===== src/rtl/mc_control_unit_pkg.sv =====
// Shared encodings for the RV32I multi-cycle control unit: opcodes, ALU ops,
// register-file write-data selects and the FSM state type.
package mc_control_unit_pkg;

   localparam logic [6:0] OP_TYPE_R  = 7'b0110011;
   localparam logic [6:0] OP_TYPE_I  = 7'b0010011;
   localparam logic [6:0] OP_TYPE_L  = 7'b0000011;
   localparam logic [6:0] OP_TYPE_S  = 7'b0100011;
   localparam logic [6:0] OP_TYPE_B  = 7'b1100011;
   localparam logic [6:0] OP_TYPE_LU = 7'b0110111;
   localparam logic [6:0] OP_TYPE_AU = 7'b0010111;
   localparam logic [6:0] OP_TYPE_J  = 7'b1101111;
   localparam logic [6:0] OP_TYPE_JL = 7'b1100111;

   localparam logic [3:0] ALU_ADD = 4'b0000;
   localparam logic [2:0] FUNC3_SR = 3'b101;

   localparam logic [2:0] RFWD_ALU    = 3'd0;
   localparam logic [2:0] RFWD_MEM    = 3'd1;
   localparam logic [2:0] RFWD_IMM    = 3'd2;
   localparam logic [2:0] RFWD_PC_IMM = 3'd3;
   localparam logic [2:0] RFWD_PC_4   = 3'd4;

   typedef enum logic [3:0] {
      FETCH  = 4'd0,
      DECODE = 4'd1,
      R_EXE  = 4'd2,
      I_EXE  = 4'd3,
      L_EXE  = 4'd4,
      L_MEM  = 4'd5,
      L_WB   = 4'd6,
      S_EXE  = 4'd7,
      S_MEM  = 4'd8,
      B_EXE  = 4'd9,
      LU_EXE = 4'd10,
      AU_EXE = 4'd11,
      J_EXE  = 4'd12,
      JL_EXE = 4'd13,
      TRAP   = 4'd14
   } state_t;

   // ALU op is {func7[5], func3}; only shifts-right use func7[5] for I-type
   function automatic logic [3:0] alu_op(input logic i_func7_b5, input logic [2:0] i_func3);
      return {i_func7_b5, i_func3};
   endfunction

endpackage


===== src/rtl/mc_control_unit_if.sv =====
// Data-bus handshake between the control unit (master) and the interconnect.
interface mc_control_unit_if;

   logic bus_req;
   logic bus_we;
   logic bus_ready;

   modport master (
      output bus_req,
      output bus_we,
      input  bus_ready
   );

   modport slave (
      input  bus_req,
      input  bus_we,
      output bus_ready
   );

endinterface


===== src/rtl/mc_control_unit_alu_decoder.sv =====
// Combinational ALU-op decode from opcode/func3/func7[5]; anything that is not
// R, I or B type computes an address or sum and gets ADD.
module mc_alu_decoder
   import mc_control_unit_pkg::*;
(
   input  logic [6:0] i_opcode,
   input  logic [2:0] i_func3,
   input  logic       i_func7_b5,
   output logic [3:0] o_alu_control
);

   always_comb begin
      o_alu_control = ALU_ADD;
      case (i_opcode)
         OP_TYPE_R: o_alu_control = alu_op(i_func7_b5, i_func3);
         // instr[30] is part of the immediate for all I-type ops except SRLI/SRAI
         OP_TYPE_I: o_alu_control = alu_op((i_func3 == FUNC3_SR) ? i_func7_b5 : 1'b0, i_func3);
         OP_TYPE_B: o_alu_control = alu_op(1'b0, i_func3);
         default:   o_alu_control = ALU_ADD;
      endcase
   end

endmodule


===== src/rtl/mc_control_unit.sv =====
// Multi-cycle RV32I main control FSM with load/store bus handshake.
// Optional macro ILLEGAL_INSTR_TRAP_EN: unknown opcodes enter a sticky TRAP state.
module mc_control_unit
   import mc_control_unit_pkg::*;
(
   input  logic                      clk,
   input  logic                      reset,
   input  logic [31:0]               i_instr_code,
   output logic                      o_pc_en,
   output logic                      o_reg_file_we,
   output logic [3:0]                o_alu_control,
   output logic                      o_alu_src_mux_sel,
   output logic [2:0]                o_rfwd_src_mux_sel,
   output logic                      o_branch,
   output logic                      o_jal,
   output logic                      o_jalr,
   mc_control_unit_if.master         io_bus,
   output logic                      o_illegal_instr
);

   state_t     r_state;
   state_t     w_next_state;
   logic [6:0] w_opcode;
   logic [3:0] w_alu_dec;
   logic       w_bus_req;
   logic       w_bus_we;
   logic       w_illegal;
   logic       w_unused_instr_bits;

   assign w_opcode = i_instr_code[6:0];
   assign w_unused_instr_bits = ^{i_instr_code[31], i_instr_code[29:15], i_instr_code[11:7]};

   mc_alu_decoder u_alu_decoder (
      .i_opcode      (w_opcode),
      .i_func3       (i_instr_code[14:12]),
      .i_func7_b5    (i_instr_code[30]),
      .o_alu_control (w_alu_dec)
   );

   always_ff @(posedge clk or posedge reset) begin
      if (reset) r_state <= FETCH;
      else       r_state <= w_next_state;
   end

   always_comb begin
      w_next_state       = r_state;
      o_pc_en            = 1'b0;
      o_reg_file_we      = 1'b0;
      o_alu_control      = ALU_ADD;
      o_alu_src_mux_sel  = 1'b0;
      o_rfwd_src_mux_sel = RFWD_ALU;
      o_branch           = 1'b0;
      o_jal              = 1'b0;
      o_jalr             = 1'b0;
      w_bus_req          = 1'b0;
      w_bus_we           = 1'b0;
      w_illegal          = 1'b0;

      case (r_state)
         FETCH: begin
            o_pc_en      = 1'b1;
            w_next_state = DECODE;
         end
         DECODE: begin
            case (w_opcode)
               OP_TYPE_R:  w_next_state = R_EXE;
               OP_TYPE_I:  w_next_state = I_EXE;
               OP_TYPE_L:  w_next_state = L_EXE;
               OP_TYPE_S:  w_next_state = S_EXE;
               OP_TYPE_B:  w_next_state = B_EXE;
               OP_TYPE_LU: w_next_state = LU_EXE;
               OP_TYPE_AU: w_next_state = AU_EXE;
               OP_TYPE_J:  w_next_state = J_EXE;
               OP_TYPE_JL: w_next_state = JL_EXE;
`ifdef ILLEGAL_INSTR_TRAP_EN
               default:    w_next_state = TRAP;
`else
               default:    w_next_state = FETCH;
`endif
            endcase
         end
         R_EXE: begin
            o_alu_control = w_alu_dec;
            o_reg_file_we = 1'b1;
            w_next_state  = FETCH;
         end
         I_EXE: begin
            o_alu_control     = w_alu_dec;
            o_alu_src_mux_sel = 1'b1;
            o_reg_file_we     = 1'b1;
            w_next_state      = FETCH;
         end
         LU_EXE: begin
            o_reg_file_we      = 1'b1;
            o_rfwd_src_mux_sel = RFWD_IMM;
            w_next_state       = FETCH;
         end
         AU_EXE: begin
            o_reg_file_we      = 1'b1;
            o_rfwd_src_mux_sel = RFWD_PC_IMM;
            w_next_state       = FETCH;
         end
         B_EXE: begin
            o_alu_control = w_alu_dec;
            o_branch      = 1'b1;
            w_next_state  = FETCH;
         end
         J_EXE: begin
            o_jal              = 1'b1;
            o_reg_file_we      = 1'b1;
            o_rfwd_src_mux_sel = RFWD_PC_4;
            w_next_state       = FETCH;
         end
         JL_EXE: begin
            o_jal              = 1'b1;
            o_jalr             = 1'b1;
            o_reg_file_we      = 1'b1;
            o_rfwd_src_mux_sel = RFWD_PC_4;
            w_next_state       = FETCH;
         end
         S_EXE: begin
            o_alu_src_mux_sel = 1'b1;
            w_next_state      = S_MEM;
         end
         S_MEM: begin
            o_alu_src_mux_sel = 1'b1;
            w_bus_req         = 1'b1;
            w_bus_we          = 1'b1;
            if (io_bus.bus_ready) w_next_state = FETCH;
         end
         L_EXE: begin
            o_alu_src_mux_sel = 1'b1;
            w_next_state      = L_MEM;
         end
         L_MEM: begin
            o_alu_src_mux_sel = 1'b1;
            w_bus_req         = 1'b1;
            if (io_bus.bus_ready) w_next_state = L_WB;
         end
         L_WB: begin
            o_alu_src_mux_sel  = 1'b1;
            o_reg_file_we      = 1'b1;
            o_rfwd_src_mux_sel = RFWD_MEM;
            w_next_state       = FETCH;
         end
`ifdef ILLEGAL_INSTR_TRAP_EN
         TRAP: begin
            w_illegal    = 1'b1;
            w_next_state = TRAP;
         end
`endif
         default: w_next_state = FETCH;
      endcase

      // Reset forces every output low at once, even though the state is FETCH
      if (reset) begin
         o_pc_en            = 1'b0;
         o_reg_file_we      = 1'b0;
         o_alu_control      = ALU_ADD;
         o_alu_src_mux_sel  = 1'b0;
         o_rfwd_src_mux_sel = RFWD_ALU;
         o_branch           = 1'b0;
         o_jal              = 1'b0;
         o_jalr             = 1'b0;
         w_bus_req          = 1'b0;
         w_bus_we           = 1'b0;
         w_illegal          = 1'b0;
      end
   end

   assign io_bus.bus_req  = w_bus_req;
   assign io_bus.bus_we   = w_bus_we;
   assign o_illegal_instr = w_illegal;

endmodule

===== src/flat_wrapper.sv =====
// flat-port wrapper written by rule: the top's interface ports become plain ports
module mc_control_unit_flat import mc_control_unit_pkg::*;
  (clk, reset, i_instr_code, o_pc_en, o_reg_file_we, o_alu_control, o_alu_src_mux_sel, o_rfwd_src_mux_sel, o_branch, o_jal, o_jalr, o_illegal_instr, io_bus_bus_req, io_bus_bus_we, io_bus_bus_ready);
  mc_control_unit_if io_bus_i ();
  input  logic clk;
  input  logic reset;
  input  logic [31:0] i_instr_code;
  output logic o_pc_en;
  output logic o_reg_file_we;
  output logic [3:0] o_alu_control;
  output logic o_alu_src_mux_sel;
  output logic [2:0] o_rfwd_src_mux_sel;
  output logic o_branch;
  output logic o_jal;
  output logic o_jalr;
  output logic o_illegal_instr;
  output wire logic [$bits(io_bus_i.bus_req)-1:0] io_bus_bus_req;
  output wire logic [$bits(io_bus_i.bus_we)-1:0] io_bus_bus_we;
  input wire logic [$bits(io_bus_i.bus_ready)-1:0] io_bus_bus_ready;
  assign io_bus_bus_req = io_bus_i.bus_req;
  assign io_bus_bus_we = io_bus_i.bus_we;
  assign io_bus_i.bus_ready = io_bus_bus_ready;
  mc_control_unit u_core (.clk(clk), .reset(reset), .i_instr_code(i_instr_code), .o_pc_en(o_pc_en), .o_reg_file_we(o_reg_file_we), .o_alu_control(o_alu_control), .o_alu_src_mux_sel(o_alu_src_mux_sel), .o_rfwd_src_mux_sel(o_rfwd_src_mux_sel), .o_branch(o_branch), .o_jal(o_jal), .o_jalr(o_jalr), .io_bus(io_bus_i), .o_illegal_instr(o_illegal_instr));
endmodule

===== config.mk =====
export PLATFORM = sky130hd
export DESIGN_NAME = mc_control_unit_flat
export DESIGN_NICKNAME = d
export VERILOG_FILES = /design/src/rtl/mc_control_unit_pkg.sv /design/src/rtl/mc_control_unit_if.sv /design/src/rtl/mc_control_unit_alu_decoder.sv /design/src/rtl/mc_control_unit.sv /design/src/flat_wrapper.sv
export SDC_FILE = /design/constraint.sdc
export NUM_CORES = 1
export LEC_CHECK = 0
export ABC_AREA = 1
export ABC_CLOCK_PERIOD_IN_PS = 1200
export CAP_MARGIN = 20
export CORE_MARGIN = 10
export CORE_UTILIZATION = 33
export DETAILED_ROUTE_END_ITERATION = 8
export PLACE_DENSITY = 0.82
export REMOVE_ABC_BUFFERS = 1
export SYNTH_ARGS = -nofsm -noshare
export SYNTH_HDL_FRONTEND = slang
export SYNTH_HIERARCHICAL = 1
export SYNTH_SLANG_ARGS = --single-unit

===== constraint.sdc =====
create_clock -name clk -period 1.2 [get_ports clk]
set_input_delay 0.12 -clock clk [delete_from_list [all_inputs] [get_ports clk]]
set_output_delay 0.12 -clock clk [all_outputs]
set_load 0.01 [all_outputs]

== Word level (Yosys, flattened, before mapping) ==
Cells that the tools add are included.
Storage, ports and cells
  register bits: 4
  bits in latches: 0
  RAM bits: 0
  ROM bits: 0
  input bits: 35
  memories: 0
Operators by class
  add/subtract/negate cells: 0
  multiply operators: 0
  div/mod/pow operators: 0
  magnitude comparators: 0
  eq/ne operators: 25
  shifts and indexed selects: 0
  muxes and demuxes: 26
  bitwise logic cells: 0
  reduce and logical (&&, ||, !) cells: 7
Operators by type and width (count)
  4-bit case mux with 9 select lines: 1
  4-bit equality test (second input constant): 6
  4-bit case mux with 6 select lines: 1
  7-bit by 6-bit equality test with 1-bit output (second input constant): 3
  7-bit equality test (second input constant): 3
  1-bit 2-to-1 mux: 17
  4-bit by 3-bit equality test with 1-bit output (second input constant): 4
  4-bit 2-to-1 mux: 4
  7-bit by 5-bit equality test with 1-bit output (second input constant): 2
  3-bit case mux with 4 select lines: 1
  4-bit case mux with 3 select lines: 1
  4-bit by 2-bit equality test with 1-bit output (second input constant): 2
  7-bit by 2-bit equality test with 1-bit output (second input constant): 1
  7-bit OR reduction: 1
  6-bit OR reduction: 1
  4-bit by 1-bit equality test with 1-bit output (second input constant): 1
  4-bit zero test: 1
  2-bit != test (second input constant): 2
  2-bit OR reduction: 2
  3-bit equality test (second input constant): 1
  3-bit 2-to-1 mux: 1
  3-bit OR reduction: 1
  2-bit AND reduction: 1

== Logic depth before layout (Yosys ltp) ==
  word-level depth: 5
  gate-level depth with buffers: 8

== By module ==
Netlist, hierarchy kept.
Modules (own cells, without submodules)
  mc_control_unit: instances 1, cells each 98, area each 561.8 µm²
  mc_alu_decoder: instances 1, cells each 24, area each 100.1 µm²

== Least setup slack after synthesis ==
OpenSTA, ideal clock, no wires.
  kind: register -> output
  from: reg u_core.r_state[2]
  to: out o_alu_control[0]
  arrival time: 1.054 ns
  required time: 1.080 ns
  setup slack: 0.026 ns
  cell stages (with the launch flop): 7
  buffers on the path: 1
  cells stage by stage: dfrtp_1 buf_6 inv_2 nand2_2 inv_1 a21oi_2 nor3b_1
Between the ends
  longest elaborated chain between the ends: 4
  elaborated cells on any way between the ends: 6
Ends and longest elaborated chain
  from (decl): RTL line mc_control_unit.sv:21  | state_t r_state;
  from (signal assigned): RTL line mc_control_unit.sv:42  | else r_state <= w_next_state;
  4-bit by 2-bit equality test with 1-bit output / 4-bit equality test (equally long branches): RTL line mc_control_unit.sv:59  | case (r_state)
  3-bit OR reduction (no source line) *
  4-bit 2-to-1 mux *: RTL line mc_control_unit.sv:59
  4-bit 2-to-1 mux *: RTL line mc_control_unit.sv:156  | if (reset) begin
  to (decl): RTL line flat_wrapper.sv:10  | output logic [3:0] o_alu_control;
Every way passes the cells marked *; elsewhere a longest branch is shown, timed or not.

== Worst setup path in the final report ==
  from: reg u_core.r_state[0]
  to: out o_alu_src_mux_sel
Between the ends
  longest elaborated chain between the ends: 4
  elaborated cells on any way between the ends: 9
Ends and longest elaborated chain
  4-bit by 2-bit equality test with 1-bit output, or another cell as far along: RTL line mc_control_unit.sv:59
  6-bit OR reduction (no source line) *
  1-bit 2-to-1 mux *: RTL line mc_control_unit.sv:59
  1-bit 2-to-1 mux *: RTL line mc_control_unit.sv:156
  to (decl): RTL line flat_wrapper.sv:11  | output logic o_alu_src_mux_sel;
Marked as above.

==> results.toml <==
[drt]
viasPerCell = 4.87
totalWireLength_mm = 2.78
num_vias = 989
ant_nets = 0
drt_iter0_drc = 55
drc = 0
first_pass_iters = 4
post_drt_wl_per_cell_um = 13.7

[clock_tree]
clk_pin_slew_ns = 0.04
htree_levels = 1
cts-buffers-inserted = 3
worst_skew_pair.late_latency_ns = 0.23
clockRootBuffer = "clkbuf_4"
clk_path_buf_depth = 2
clock_sinks = 4
cts_tree = "done"
postCtsHoldBufs = 0

[synth]
syn_avg_cell_area_um2 = 5.43
yosysMostFrequentCell = "nand2_1"
ys_top_cells_by_count = "nand2_1, inv_1, nor2_1, nand3_1"
synth_ff_type = "dfrtp_1"
synth.cell_area_um2 = 662
synth_edf_count = 0
synthCells = 122
yosysSeqAreaShare = 0.151
synth_area_leaders = "nand2_1, dfrtp_1, inv_1, nor2_1, nand3_1"
synth_top_area_share = 0.187
yosysUniqueCellTypes = 24
async_flop_share = 1.00
synth_seq_cells = 4
synth_top_cell_by_area = "nand2_1"
yosysWarningCount = 6

[floorplanning]
initial_core_util = 0.341
core_area_um2 = 1940
dieWidth_um = 64.8
die_area_um2 = 4200
num_rows = 16
ioPinCount = 51
die_y_um = 64.8

[critical_path]
end_kind = "primary output"
worstRegToRegCells = 8
start_kind = "flip-flop"
rr_startpoint = "u_core/r_state[0]$_DFFE_PP0P_"
worstSetupPathType = "flip-flop to primary output"
cp.required_ns = 1.08
cp.arrival_ns = 1.38
crit_fanout = 5
critical_path.startpoint = "u_core/r_state[0]$_DFFE_PP0P_"

[global_routing]
antenna_found_initial = 0
grt_max_degree = 9
grt_pass1_wl_mm = 4.06
overflow = 0
grt_pass1_vias = 981
grt_usage = 0.114

[worst_hold_path]
min-delay-path-class = "primary input to asynchronous set/reset pin"

[place]
hpwl_mm = 1.92
dpl.cell_count = 197
gp_congestion = 0.855
port_buffers = 28

[layout]
multi_input_area_um2 = 558
instances_no_fill = 203
drive_above_1_share = 0.489
final_nets = 213
n_fill_cell = 175
area.sequential_um2 = 104
largest_reg_flops = 4
antenna_cells = 0
finish.utilization = 0.651
regMostFlops = "u_core/r_state"
area_growth_pct = 90.9
reg_top3 = "u_core/r_state (4)"

[sta]
fin_crit_sh = 1.25
grt_setup_unrepaired = "true"
post-route-worst-setup-slack_ns = -0.298
setup_viol = 17
skew_ns = 0.00241
whs_ns = 0.142
slew_viol_final = 0
hold_viol = 0
clock.fmax_ghz = 0.668
fin_crit_ns = 1.50

[pwr]
peakVddDrop_mv = 0.749
leakage_nw = 0.708
powerDensity_nw_per_um2 = 1280

[flow_run]
drv_cap = 0

[run_status]
violations = "setup timing"
status = "finished with violations"
logic make-up after synthesis:
family / after synthesis / share of synthesized area
and+or+nand+nor: 80 / 0.573
buffers and inverters: 30 / 0.200
AOI/OAI and AO/OA: 7 / 0.0699
DFF: 4 / 0.151
other: 1 / 0.00567
metrics by stage:
step | total power [mW] | area [um^2] | TNS, ns | setup WS [ns]
detailed placement | 1.10 | 1120 | -8.60 | -0.685
finish | 1.62 | 1260 | -3.53 | -0.298
global placement | 1.06 | 1120 | -8.05 | -0.627
global route | 1.71 | 1260 | -4.70 | -0.370
floorplan | 0.620 | 623 | -0.0355 | -0.0355
CTS | 1.47 | 1190 | -3.22 | -0.272
critical path, stage by stage, from the launching register on:
cell     delay [ns]
dfrtp_2        0.45
inv_1          0.09
nand2_1        0.12
nor2_4         0.14
inv_2          0.06
a21oi_2        0.13
buf_2          0.16
per-layer routing:
metal / routed length (um) / up-vias / track usage / part of all wire
met5: 0 / - / 0 / 0
met4: 48 / 0 / 0.0561 / 0.017
met3: 187 / 8 / 0.0241 / 0.067
met2: 1450 / 37 / 0.224 / 0.52
met1: 1090 / 461 / 0.108 / 0.39
li1: - / 483 / - / -
timing repair:
item	in CTS	in global routing
setup buffers	3	3
pin swaps	9	10
gates cloned	0	0
setup endpoints to repair	18	19
gates resized for setup	96	15
placed cells by master, fill, tap and decap left out, drive strengths merged, types with 2 or more instances in the layout:
cell type,n
buf,43
nand4,2
nand2,36
dfrtp,4
clkdlybuf4s50,7
nor3,7
nor3b,4
dlymetal6s2s,6
nand3,10
a21oi,4
nor2,20
clkbuf,3
inv,25
power by group:
| part | total (mW) | leakage, nW | switching, mW | internal [mW] |
|---|---|---|---|---|
| logic | 1.17 | 0.645 | 0.594 | 0.571 |
| registers | 0.291 | 0.0486 | 0.105 | 0.186 |
| clock network | 0.159 | 0.0138 | 0.0477 | 0.111 |
final cells by class:
cell class,count,share of cell area
sequential,4,0.0822
clock buffer,3,0.0178
timing repair buffer,56,0.355
tap,27,0.0267
multi-input combinational,88,0.442
inverter,25,0.0762
path summary, 6_finish.rpt:
check	endpoint	slack (ns)
setup / recovery	o_alu_src_mux_sel	-0.30
hold / removal	u_core/r_state[2]$_DFFE_PP0P_	0.14
setup reg to reg	u_core/r_state[3]$_DFFE_PP0P_	-0.10
hold reg to reg	u_core/r_state[0]$_DFFE_PP0P_	0.67
max in group asynchronous	u_core/r_state[3]$_DFFE_PP0P_	0.89
min in group clk	u_core/r_state[2]$_DFFE_PP0P_	0.43
(Power assumes the default switching activity.)
